`src/rtl/vx_branch_resolve_if.sv`:
```
// vx_branch_resolve_if
//   Bundles the signals between the ALU blocks, the warp scheduler and the
//   per-warp branch tracker (vx_branch_resolve).
//   - issue_valid/issue_wid : branch dispatched for a warp
//   - br_valid/br_wid/br_taken/br_dest : per-block branch resolution (no ready)
//   - redir_valid/redir_wid/redir_taken/redir_dest/redir_ready : PC redirect
//   - stalled : per-warp "branch outstanding" flags
//   - err : sticky protocol-violation flag
//   modport slave  : the tracker (receives issue/resolution, drives redirect)
//   modport master : the environment (ALU blocks + scheduler)
interface vx_branch_resolve_if #(
  parameter int NUM_WARPS  = 4,
  parameter int NUM_BLOCKS = 1,
  parameter int XLEN       = 32
);
  localparam int NW_WIDTH = (NUM_WARPS > 1) ? $clog2(NUM_WARPS) : 1;

  logic                         issue_valid;
  logic [NW_WIDTH-1:0]          issue_wid;
  logic [NUM_BLOCKS-1:0]        br_valid;
  logic [NUM_BLOCKS*NW_WIDTH-1:0] br_wid;
  logic [NUM_BLOCKS-1:0]        br_taken;
  logic [NUM_BLOCKS*XLEN-1:0]   br_dest;
  logic                         redir_valid;
  logic [NW_WIDTH-1:0]          redir_wid;
  logic                         redir_taken;
  logic [XLEN-1:0]              redir_dest;
  logic                         redir_ready;
  logic [NUM_WARPS-1:0]         stalled;
  logic                         err;

  modport slave (
    input  issue_valid, issue_wid, br_valid, br_wid, br_taken, br_dest,
    input  redir_ready,
    output redir_valid, redir_wid, redir_taken, redir_dest, stalled, err
  );

  modport master (
    output issue_valid, issue_wid, br_valid, br_wid, br_taken, br_dest,
    output redir_ready,
    input  redir_valid, redir_wid, redir_taken, redir_dest, stalled, err
  );
endinterface

```
`src/rtl/vx_branch_resolve.sv`:
```
// vx_branch_resolve
//   Per-warp branch tracker. A warp goes IDLE -> WAIT on branch issue,
//   WAIT -> READY when any ALU block resolves it (capturing taken/dest),
//   and READY -> IDLE when its redirect is accepted by the scheduler.
//   One redirect is presented per cycle, chosen round-robin among READY
//   warps starting at the RR pointer.
//   Ports:
//   - clk   : clock, rising edge
//   - reset : asynchronous, active-low reset
//   - bus   : vx_branch_resolve_if.slave (issue, resolution, redirect,
//             stalled, err)
module vx_branch_resolve #(
  parameter int NUM_WARPS  = 4,
  parameter int NUM_BLOCKS = 1,
  parameter int XLEN       = 32
) (
  input  logic                clk,
  input  logic                reset,
  vx_branch_resolve_if.slave  bus
);
  localparam int NW_WIDTH = (NUM_WARPS > 1) ? $clog2(NUM_WARPS) : 1;
  localparam logic [NW_WIDTH-1:0] LAST_WID = NW_WIDTH'(NUM_WARPS - 1);

  typedef enum logic [1:0] {
    ST_IDLE  = 2'd0,
    ST_WAIT  = 2'd1,
    ST_READY = 2'd2
  } state_e;

  state_e              state_q [NUM_WARPS];
  state_e              state_d [NUM_WARPS];
  logic                taken_q [NUM_WARPS];
  logic                taken_d [NUM_WARPS];
  logic [XLEN-1:0]     dest_q  [NUM_WARPS];
  logic [XLEN-1:0]     dest_d  [NUM_WARPS];
  logic [NW_WIDTH-1:0] rr_q, rr_d;
  logic                err_q, err_d;

  logic                any_ready;
  logic [NW_WIDTH-1:0] grant;
  logic                hs;
  logic [NW_WIDTH-1:0] res_wid;
  logic [NUM_WARPS-1:0] claimed;

  // Warp index (base + off) modulo NUM_WARPS; off is always < NUM_WARPS.
  function automatic logic [NW_WIDTH-1:0] wrap_idx(input logic [NW_WIDTH-1:0] base,
                                                   input int off);
    int s;
    s = int'(base) + off;
    if (s >= NUM_WARPS) s = s - NUM_WARPS;
    return NW_WIDTH'(s);
  endfunction

  // Round-robin grant: first READY warp at or after the pointer.
  always_comb begin
    any_ready = 1'b0;
    grant     = '0;
    for (int i = 0; i < NUM_WARPS; i++) begin
      if (!any_ready && state_q[wrap_idx(rr_q, i)] == ST_READY) begin
        any_ready = 1'b1;
        grant     = wrap_idx(rr_q, i);
      end
    end
  end

  assign hs = any_ready && bus.redir_ready;

  // Outputs depend only on registered state, so they stay stable until a
  // handshake and never combinationally follow the inputs.
  assign bus.redir_valid = any_ready;
  assign bus.redir_wid   = any_ready ? grant : '0;
  assign bus.redir_taken = any_ready & taken_q[grant];
  assign bus.redir_dest  = any_ready ? dest_q[grant] : '0;
  assign bus.err         = err_q;

  always_comb begin
    bus.stalled = '0;
    for (int i = 0; i < NUM_WARPS; i++) begin
      bus.stalled[i] = (state_q[i] != ST_IDLE);
    end
  end

  always_comb begin
    for (int i = 0; i < NUM_WARPS; i++) begin
      state_d[i] = state_q[i];
      taken_d[i] = taken_q[i];
      dest_d[i]  = dest_q[i];
    end
    rr_d    = rr_q;
    err_d   = err_q;
    claimed = '0;
    res_wid = '0;

    if (hs) begin
      state_d[grant] = ST_IDLE;
      rr_d = (grant == LAST_WID) ? '0 : grant + NW_WIDTH'(1);
    end

    // Issue. A READY warp draining this very cycle may take a new branch;
    // the later assignment overrides the IDLE written by the handshake.
    if (bus.issue_valid) begin
      if (int'(bus.issue_wid) >= NUM_WARPS) begin
        err_d = 1'b1;
      end else if (state_q[bus.issue_wid] == ST_IDLE) begin
        state_d[bus.issue_wid] = ST_WAIT;
      end else if (state_q[bus.issue_wid] == ST_READY && hs && grant == bus.issue_wid) begin
        state_d[bus.issue_wid] = ST_WAIT;
      end else begin
        err_d = 1'b1;
      end
    end

    // Resolution. Only a warp already WAIT in registered state accepts it,
    // so an issue+resolve of an IDLE warp in one cycle leaves it WAIT and
    // flags the resolution. 'claimed' makes the lowest block win a collision.
    for (int b = 0; b < NUM_BLOCKS; b++) begin
      if (bus.br_valid[b]) begin
        res_wid = bus.br_wid[b*NW_WIDTH +: NW_WIDTH];
        if (int'(res_wid) >= NUM_WARPS) begin
          err_d = 1'b1;
        end else if (claimed[res_wid]) begin
          err_d = 1'b1;
        end else begin
          claimed[res_wid] = 1'b1;
          if (state_q[res_wid] == ST_WAIT) begin
            state_d[res_wid] = ST_READY;
            taken_d[res_wid] = bus.br_taken[b];
            dest_d[res_wid]  = bus.br_dest[b*XLEN +: XLEN];
          end else begin
            err_d = 1'b1;
          end
        end
      end
    end
  end

  always_ff @(posedge clk or negedge reset) begin
    if (!reset) begin
      for (int i = 0; i < NUM_WARPS; i++) begin
        state_q[i] <= ST_IDLE;
        taken_q[i] <= 1'b0;
        dest_q[i]  <= '0;
      end
      rr_q  <= '0;
      err_q <= 1'b0;
    end else begin
      for (int i = 0; i < NUM_WARPS; i++) begin
        state_q[i] <= state_d[i];
        taken_q[i] <= taken_d[i];
        dest_q[i]  <= dest_d[i];
      end
      rr_q  <= rr_d;
      err_q <= err_d;
    end
  end
endmodule

```
`src/flat_wrapper.sv`:
```
// flat-port wrapper written by rule: the top's interface ports become plain ports
module vx_branch_resolve_flat 
#(
  parameter int NUM_WARPS  = 4,
  parameter int NUM_BLOCKS = 1,
  parameter int XLEN       = 32
)
  (clk, reset, bus_issue_valid, bus_issue_wid, bus_br_valid, bus_br_wid, bus_br_taken, bus_br_dest, bus_redir_ready, bus_redir_valid, bus_redir_wid, bus_redir_taken, bus_redir_dest, bus_stalled, bus_err);
  vx_branch_resolve_if #(.NUM_WARPS(NUM_WARPS), .NUM_BLOCKS(NUM_BLOCKS), .XLEN(XLEN)) bus_i ();
  input  logic clk;
  input  logic reset;
  input wire logic [$bits(bus_i.issue_valid)-1:0] bus_issue_valid;
  input wire logic [$bits(bus_i.issue_wid)-1:0] bus_issue_wid;
  input wire logic [$bits(bus_i.br_valid)-1:0] bus_br_valid;
  input wire logic [$bits(bus_i.br_wid)-1:0] bus_br_wid;
  input wire logic [$bits(bus_i.br_taken)-1:0] bus_br_taken;
  input wire logic [$bits(bus_i.br_dest)-1:0] bus_br_dest;
  input wire logic [$bits(bus_i.redir_ready)-1:0] bus_redir_ready;
  output wire logic [$bits(bus_i.redir_valid)-1:0] bus_redir_valid;
  output wire logic [$bits(bus_i.redir_wid)-1:0] bus_redir_wid;
  output wire logic [$bits(bus_i.redir_taken)-1:0] bus_redir_taken;
  output wire logic [$bits(bus_i.redir_dest)-1:0] bus_redir_dest;
  output wire logic [$bits(bus_i.stalled)-1:0] bus_stalled;
  output wire logic [$bits(bus_i.err)-1:0] bus_err;
  assign bus_i.issue_valid = bus_issue_valid;
  assign bus_i.issue_wid = bus_issue_wid;
  assign bus_i.br_valid = bus_br_valid;
  assign bus_i.br_wid = bus_br_wid;
  assign bus_i.br_taken = bus_br_taken;
  assign bus_i.br_dest = bus_br_dest;
  assign bus_i.redir_ready = bus_redir_ready;
  assign bus_redir_valid = bus_i.redir_valid;
  assign bus_redir_wid = bus_i.redir_wid;
  assign bus_redir_taken = bus_i.redir_taken;
  assign bus_redir_dest = bus_i.redir_dest;
  assign bus_stalled = bus_i.stalled;
  assign bus_err = bus_i.err;
  vx_branch_resolve #(.NUM_WARPS(NUM_WARPS), .NUM_BLOCKS(NUM_BLOCKS), .XLEN(XLEN)) u_core (.clk(clk), .reset(reset), .bus(bus_i));
endmodule
```
`config.mk`:
```
export PLATFORM = sky130hd
export DESIGN_NAME = vx_branch_resolve_flat
export DESIGN_NICKNAME = d
export VERILOG_FILES = /design/src/rtl/vx_branch_resolve_if.sv /design/src/rtl/vx_branch_resolve.sv /design/src/flat_wrapper.sv
export SDC_FILE = /design/constraint.sdc
export NUM_CORES = 1
export LEC_CHECK = 0
export ABC_AREA = 1
export CORE_ASPECT_RATIO = 0.8
export CORE_MARGIN = 2
export CORE_UTILIZATION = 35
export CTS_CLUSTER_DIAMETER = 60
export DETAILED_ROUTE_END_ITERATION = 8
export HOLD_SLACK_MARGIN = 0.15
export PLACE_DENSITY_LB_ADDON = 0.15
export SYNTH_ARGS = -nofsm -noshare
export SYNTH_HDL_FRONTEND = slang
export SYNTH_SLANG_ARGS = --single-unit
```
`constraint.sdc`:
```
create_clock -name clk -period 3.1 [get_ports clk]
set_input_delay 0.62 -clock clk [delete_from_list [all_inputs] [get_ports clk]]
set_output_delay 0.62 -clock clk [all_outputs]
set_load 0.1 [all_outputs]
```
==> metrics, run 1 <==
die width=~160 um; CP arrival=2.76 ns; final hold violation count=0; Die Y=130.8 um; Hold Crit Class=in -> async; CTS Root Cell=clkbuf_16; Post-Place Cells=1,200; worst reg-to-reg setup slack=0.56 ns; Final TNS setup=-7.382 ns; Post-DP Area=0.008861 sq mm; clock buffer count from CTS=17; Detailed Place HPWL=between 10 and 15 mm; antenna violations before repair=0; post-route ant nets=0; outcome=complete, but fails checks; Setup crit start=u_core.rr_q[0]; H-tree levels=4; Yosys cell types=29; Reg2Reg Depth=17; layout cells sized above 1=0.2415; Synth Area in Compound Gates=0.1966; Clock Skew=0.01019 ns; post-synthesis xor/xnor area fraction=0; CP required=2.48 ns; Final Util=0.5189; DR iter-0 viols=453; mux cell area share after synthesis=0; register area share after synthesis=0.5089; vias in the first global route=6,193; Clock Sinks=approximately 140; Ys Warns=0; Critical Path Max Stage Delay=0.49 ns; Worst path most repeated cell=nand2_4; Fillers=approximately 1,800; DRC=0; WL final=21.35 mm; Final Cell Area=0.01024 sq mm; Routability Congestion=between 0.8 and 0.9; P&R area growth vs syn=45.68%; Post-Syn Area=0.007032 sq mm; fin nets=~1,000; worst-path cell chain=buf_6, nand2_4, nand2_4, nand3_4, nand2_4, o21ai_4, nand2_2, nand2_4, nor2_4, buf_12, buf_12, nor2_2, nor2_1, o21ai_2, a21oi_4, buf_12; highest clock rate=0.2959 GHz; nature of the critical path endpoint=output port; via count=6,216; adder and majority gate portion of the synthesized area=0.007117; TritonCTS clock tree=built; Syn Area/Cell=7.901 sq um; io pins=83; synthesized net count=936; GRT Total Usage=0.2063; full die area=~0.021 sq mm; r2r startpoint=u_core.rr_q[0]; RR Endpoint=u_core.state_q[7]; number of diodes=0; Initial Util=0.3562; fin worst setup slack=-0.2791 ns; endpoints failing setup=33; Bufs on Longest Clock Path=2; largest family of logic cells by synthesized area=compound AO/OA/AOI/OAI gates; Reg clk slew, reported paths=0.07 ns; post-synthesis cell count=890; RSZ-0062 raised after global routing=yes; Worst Max-Slew Pin Slew=0.7003 ns; routed wire length per instance=16.92 um; relative slew slack=0.5331; DR pass1 iterations=5; CP max FO=8; Slew Viols, Final=0; Crit Path Category=reg -> out; PortBufs=82; row cnt=46; total gr overflow=0; Yosys reg bits=143; Final Cycle Share=1.090; Post-Synth Simple-Gate Area=0.1909; Worst setup SP type=flop; largest net degree at the start of global routing=69; Post-Layout Cell Count=between 1,000 and 1,500; Final Critical Period=3.379 ns; violated checks=negative setup slack; Worst-Skew Late Latency=0.41 ns; Max-Cap Viols=0; Crit-path slowest cell=dfrtp_2; core box area=0.01974 sq mm; Via-to-Cell Ratio=4.926; first-pass GRT wire length=33.74 mm
## metrics by stage
stage / hold WS [ns] / worst slack (ns)
floorplan: 0.3244 / -0.03878
CTS: 0.2448 / -0.2021
global route: 0.2617 / -0.4287
detailed placement: 0.4682 / -0.002138
global placement: 0.4661 / 0.06635
finish: 0.2195 / -0.2791
## registers in the layout (all words and copies together), names as in the netlist
| signal | cells |
|---|---|
| u_core.state_q | 8 |
| u_core.taken_q | 4 |
| u_core.bus.err | 1 |
| u_core.dest_q | 128 |
| u_core.rr_q | 2 |
## layout by cell type (no fill, tap or decap), types with 11 or more instances in the layout
cell type and count:
o21ai_0 137, clkbuf_16 22, inv_1 84, a21oi_4 33, nor2_1 64, nand2_1 216
buf_12 47, a21oi_1 11, nor2_2 14, o21ai_2 24, clkdlybuf4s50_1 40, o211ai_1 33
dfrtp_1 141, buf_4 26, nand2_4 14
## cells by family after synthesis
kind of cell | count (synthesis)
adders and majority gates | 4
and+or+nand+nor | 339
buffers and inverters | 148
DFF | 143
AOI/OAI and AO/OA | 256
## layer usage
| layer | up-vias | GRT usage | wire length (um) |
|---|---|---|---|
| met4 | 0 | 0.06247 | 205 |
| met2 | 139 | 0.3289 | 9736 |
| met5 | - | 0 | 0 |
| met1 | 2991 | 0.2878 | 10450 |
| met3 | 15 | 0.03946 | 961 |
| li1 | 3071 | - | - |
## cells in the mapped netlist, drive strengths merged
cell type,count,area [sq um]
o21ai,172,864.6
o22ai,4,25.02
buf,30,232.7
ha,4,50.05
nor2,84,330.3
a22oi,1,7.510
o221ai,1,8.760
nand4,2,12.51
a21oi,44,220.2
dfrtp,143,3578
inv,94,355.3
nand3,12,80.08
clkinv,1,3.750
clkbuf,23,86.33
o211ai,33,247.7
a221oi,1,8.760
nand2,241,919.6
## timing repair
action | CTS | global route
hold buffers | 0 | 0
pin swaps | 18 | 28
gates cloned | 6 | 7
buffers inserted | 16 | 3
setup endpoints to repair | 33 | 33
gates resized for setup | 52 | 69
## cell type report
type	count	area (sq um)	area share
flip-flops and latches	143	3581	0.3496
well taps	264	330.3	0.03225
clock buffers	19	432.9	0.04226
clock inverters	13	186.4	0.01820
repair buffers	129	1854	0.1810
multi-input cells	599	3486	0.3403
inverters	95	372.9	0.03640
## worst max-delay path, delay by kind of cell, from the launching register on
| family | cells | cell delay (ns) |
|---|---|---|
| DFF | 1 | 0.49 |
| AOI/OAI and AO/OA | 3 | 0.39 |
| buffers and inverters | 4 | 0.68 |
| and+or+nand+nor | 9 | 0.77 |
## worst max path at each step
stage | endpoint | slack [ns]
after detailed placement | bus_redir_dest[3] | -0.002
after floorplan | bus_redir_dest[24] | -0.04
after CTS | bus_redir_dest[23] | -0.20
final | bus_redir_dest[23] | -0.28
after global routing | bus_redir_dest[23] | -0.43
after global placement | bus_redir_dest[3] | 0.07
Power of run 1 is not shown: default switching activity piles up to over one toggle a cycle in this logic, so the estimate is an artifact.
==> run 2, diff against run 1 <==
- clock period: 3.1 -> 3.2 ns (I/O delays scaled with it)
==> run 2 against run 1 <==
Against the previous run: the flow still finishes with violations (negative setup slack); register-to-register slack gained 0.05 ns; non-clock buffer count is the same; utilization grew 0.74 points; via count grew 0.60%; clock skew shrank 0.0041 ns; die area is the same; critical path depth shrank 1; final cell count is the same; sequential share of layout area shrank 0.49 points; hold slack gained 0.0076 ns; clock-buffer cell count grew 2; setup slack gained 0.063 ns.
==> metrics, run 2 (synthesized netlist as in run 1, its figures left out) <==
most frequent cells in the layout=nand2_1, dfrtp_1, o21ai_0; DRC=0; final hold violation count=0; highest clock rate=0.2928 GHz; commonest non-fill, non-tap cell in the layout=nand2_1; WL final=20.30 mm; GRT Total Usage=0.1998; full die area=0.02125 sq mm; Clock Skew=0.006089 ns; first-pass GRT wire length=around 33 mm; Clock Sinks=roughly 140; clock buffer count from CTS=17; routed wire length per instance=16.08 um; DR pass1 iterations=5; Worst-Skew Late Latency=0.42 ns; Post-Place Cells=1,202; Routability Congestion=0.8652; DR iter-0 viols=491; Reg clk slew, reported paths=0.06 ns; Via-to-Cell Ratio=4.955; Final Critical Period=between 3 and 4 ns; CP max FO=14; io pins=just over 80; vias in the first global route=slightly above 6,000; Hold Crit Class=in -> async; total gr overflow=0; Biggest register=u_core.dest_q; Largest regs=u_core.dest_q: 128 flops, u_core.state_q: 8 flops, u_core.taken_q: 4 flops; via count=6,253; max FFs per register=128; H-tree levels=4; CTS Root Cell=clkbuf_16; Reg2Reg Depth=17; Final Cycle Share=1.067; worst reg-to-reg setup slack=about 0.61 ns; RR Endpoint=u_core.state_q[6]; post-route ant nets=0; RSZ-0062 raised after global routing=yes; CP arrival=2.78 ns; TritonCTS clock tree=built; largest net degree at the start of global routing=79; r2r startpoint=u_core.rr_q[1]; Worst setup SP type=flop; number of diodes=0; Slew Viols, Final=0; core box area=~0.020 sq mm; Post-Layout Cell Count=roughly 1,300; Fillers=1,820; Detailed Place HPWL=11.67 mm; antenna violations before repair=0; violated checks=negative setup slack; Die Y=130.8 um; row cnt=46; Setup crit start=u_core.rr_q[1]; layout cells sized above 1=0.2615; Critical Path End=bus_redir_dest[5]; fin nets=1,031; fin worst setup slack=-0.2158 ns; PortBufs=82; Hold WS=between 0.2 and 0.25 ns; die width=162.5 um; Bufs on Longest Clock Path=2; endpoints failing setup=33; relative slew slack=0.4871; nature of the critical path endpoint=output port; Initial Util=0.3562; CP required=2.56 ns; Crit Path Category=reg -> out; outcome=complete, but fails checks; Worst Max-Slew Pin Slew=0.7694 ns; Post-CTS Hold Fix Bufs=0; P&R area growth vs syn=47.74%; Max-Cap Viols=0
-- run 2: cell count changes in the layout (fill, tap and decap cells not counted), sizes merged --
cell / delta
clkinv: +3
inv: -4
clkinvlp: -2
bufinv: +1
buf: +2
-- run 2: layer usage --
| layer | wire [um] | track usage |
|---|---|---|
| met1 | 9786 | 0.2749 |
| met2 | 9295 | 0.3212 |
| met3 | 938 | 0.04230 |
| met4 | 277 | 0.05882 |
| met5 | 0 | 0 |
-- run 2: worst min-delay path by stage --
stage / slack (ns) / from / to
after floorplan: 0.34 / reset / u_core.bus.err
after global placement: 0.46 / u_core.dest_q[95] / u_core.dest_q[95]
after global routing: 0.28 / reset / u_core.dest_q[30]
final: 0.23 / reset / u_core.dest_q[30]
after detailed placement: 0.47 / u_core.dest_q[68] / u_core.dest_q[68]
after CTS: 0.27 / reset / u_core.dest_q[30]
-- run 2: through the flow --
step | instance area [sq um] | util | setup TNS [ns] | worst slack, ns
detailed placement | 8816 | 0.4466 | 0 | 0.1349
global placement | 8816 | 0.4466 | 0 | 0.1826
global route | 10390 | 0.5262 | -10.21 | -0.3272
CTS | 10080 | 0.5107 | -2.990 | -0.1399
floorplan | 7432 | - | 0 | 0.01982
finish | 10390 | 0.5262 | -6.322 | -0.2158
-- run 2: worst max-delay path, stage by stage (launching register included) --
cell        delay (ns)
dfrtp_2           0.45
inv_2             0.11
nand2_1           0.09
nand2_2           0.11
nand3_2           0.10
nand2_4           0.12
o21ai_4           0.09
nand2_2           0.09
nand2_4           0.06
nor2_4            0.12
buf_12            0.20
clkinvlp_4        0.17
buf_12            0.20
o21ai_2           0.17
a21oi_4           0.09
buf_12            0.19
-- run 2: cell type report --
type	instances	area [sq um]	share of cell area
Multi-Input combinational cell	599	3642	0.3506
Tap cell	264	330.3	0.03180
Inverter	95	366.6	0.03529
Sequential cell	143	3581	0.3447
Clock inverter	11	186.4	0.01795
Clock buffer	21	460.4	0.04432
Timing Repair Buffer	129	1822	0.1754
-- run 2: timing repair --
| item | 4_1_cts | 5_1_grt |
|---|---|---|
| setup endpoints to repair | 33 | 33 |
| gates cloned | 5 | 3 |
| pin swaps | 28 | 25 |
| setup buffers | 16 | 5 |
| gates resized for setup | 105 | 57 |
Power of run 2 is left out for the same reason.
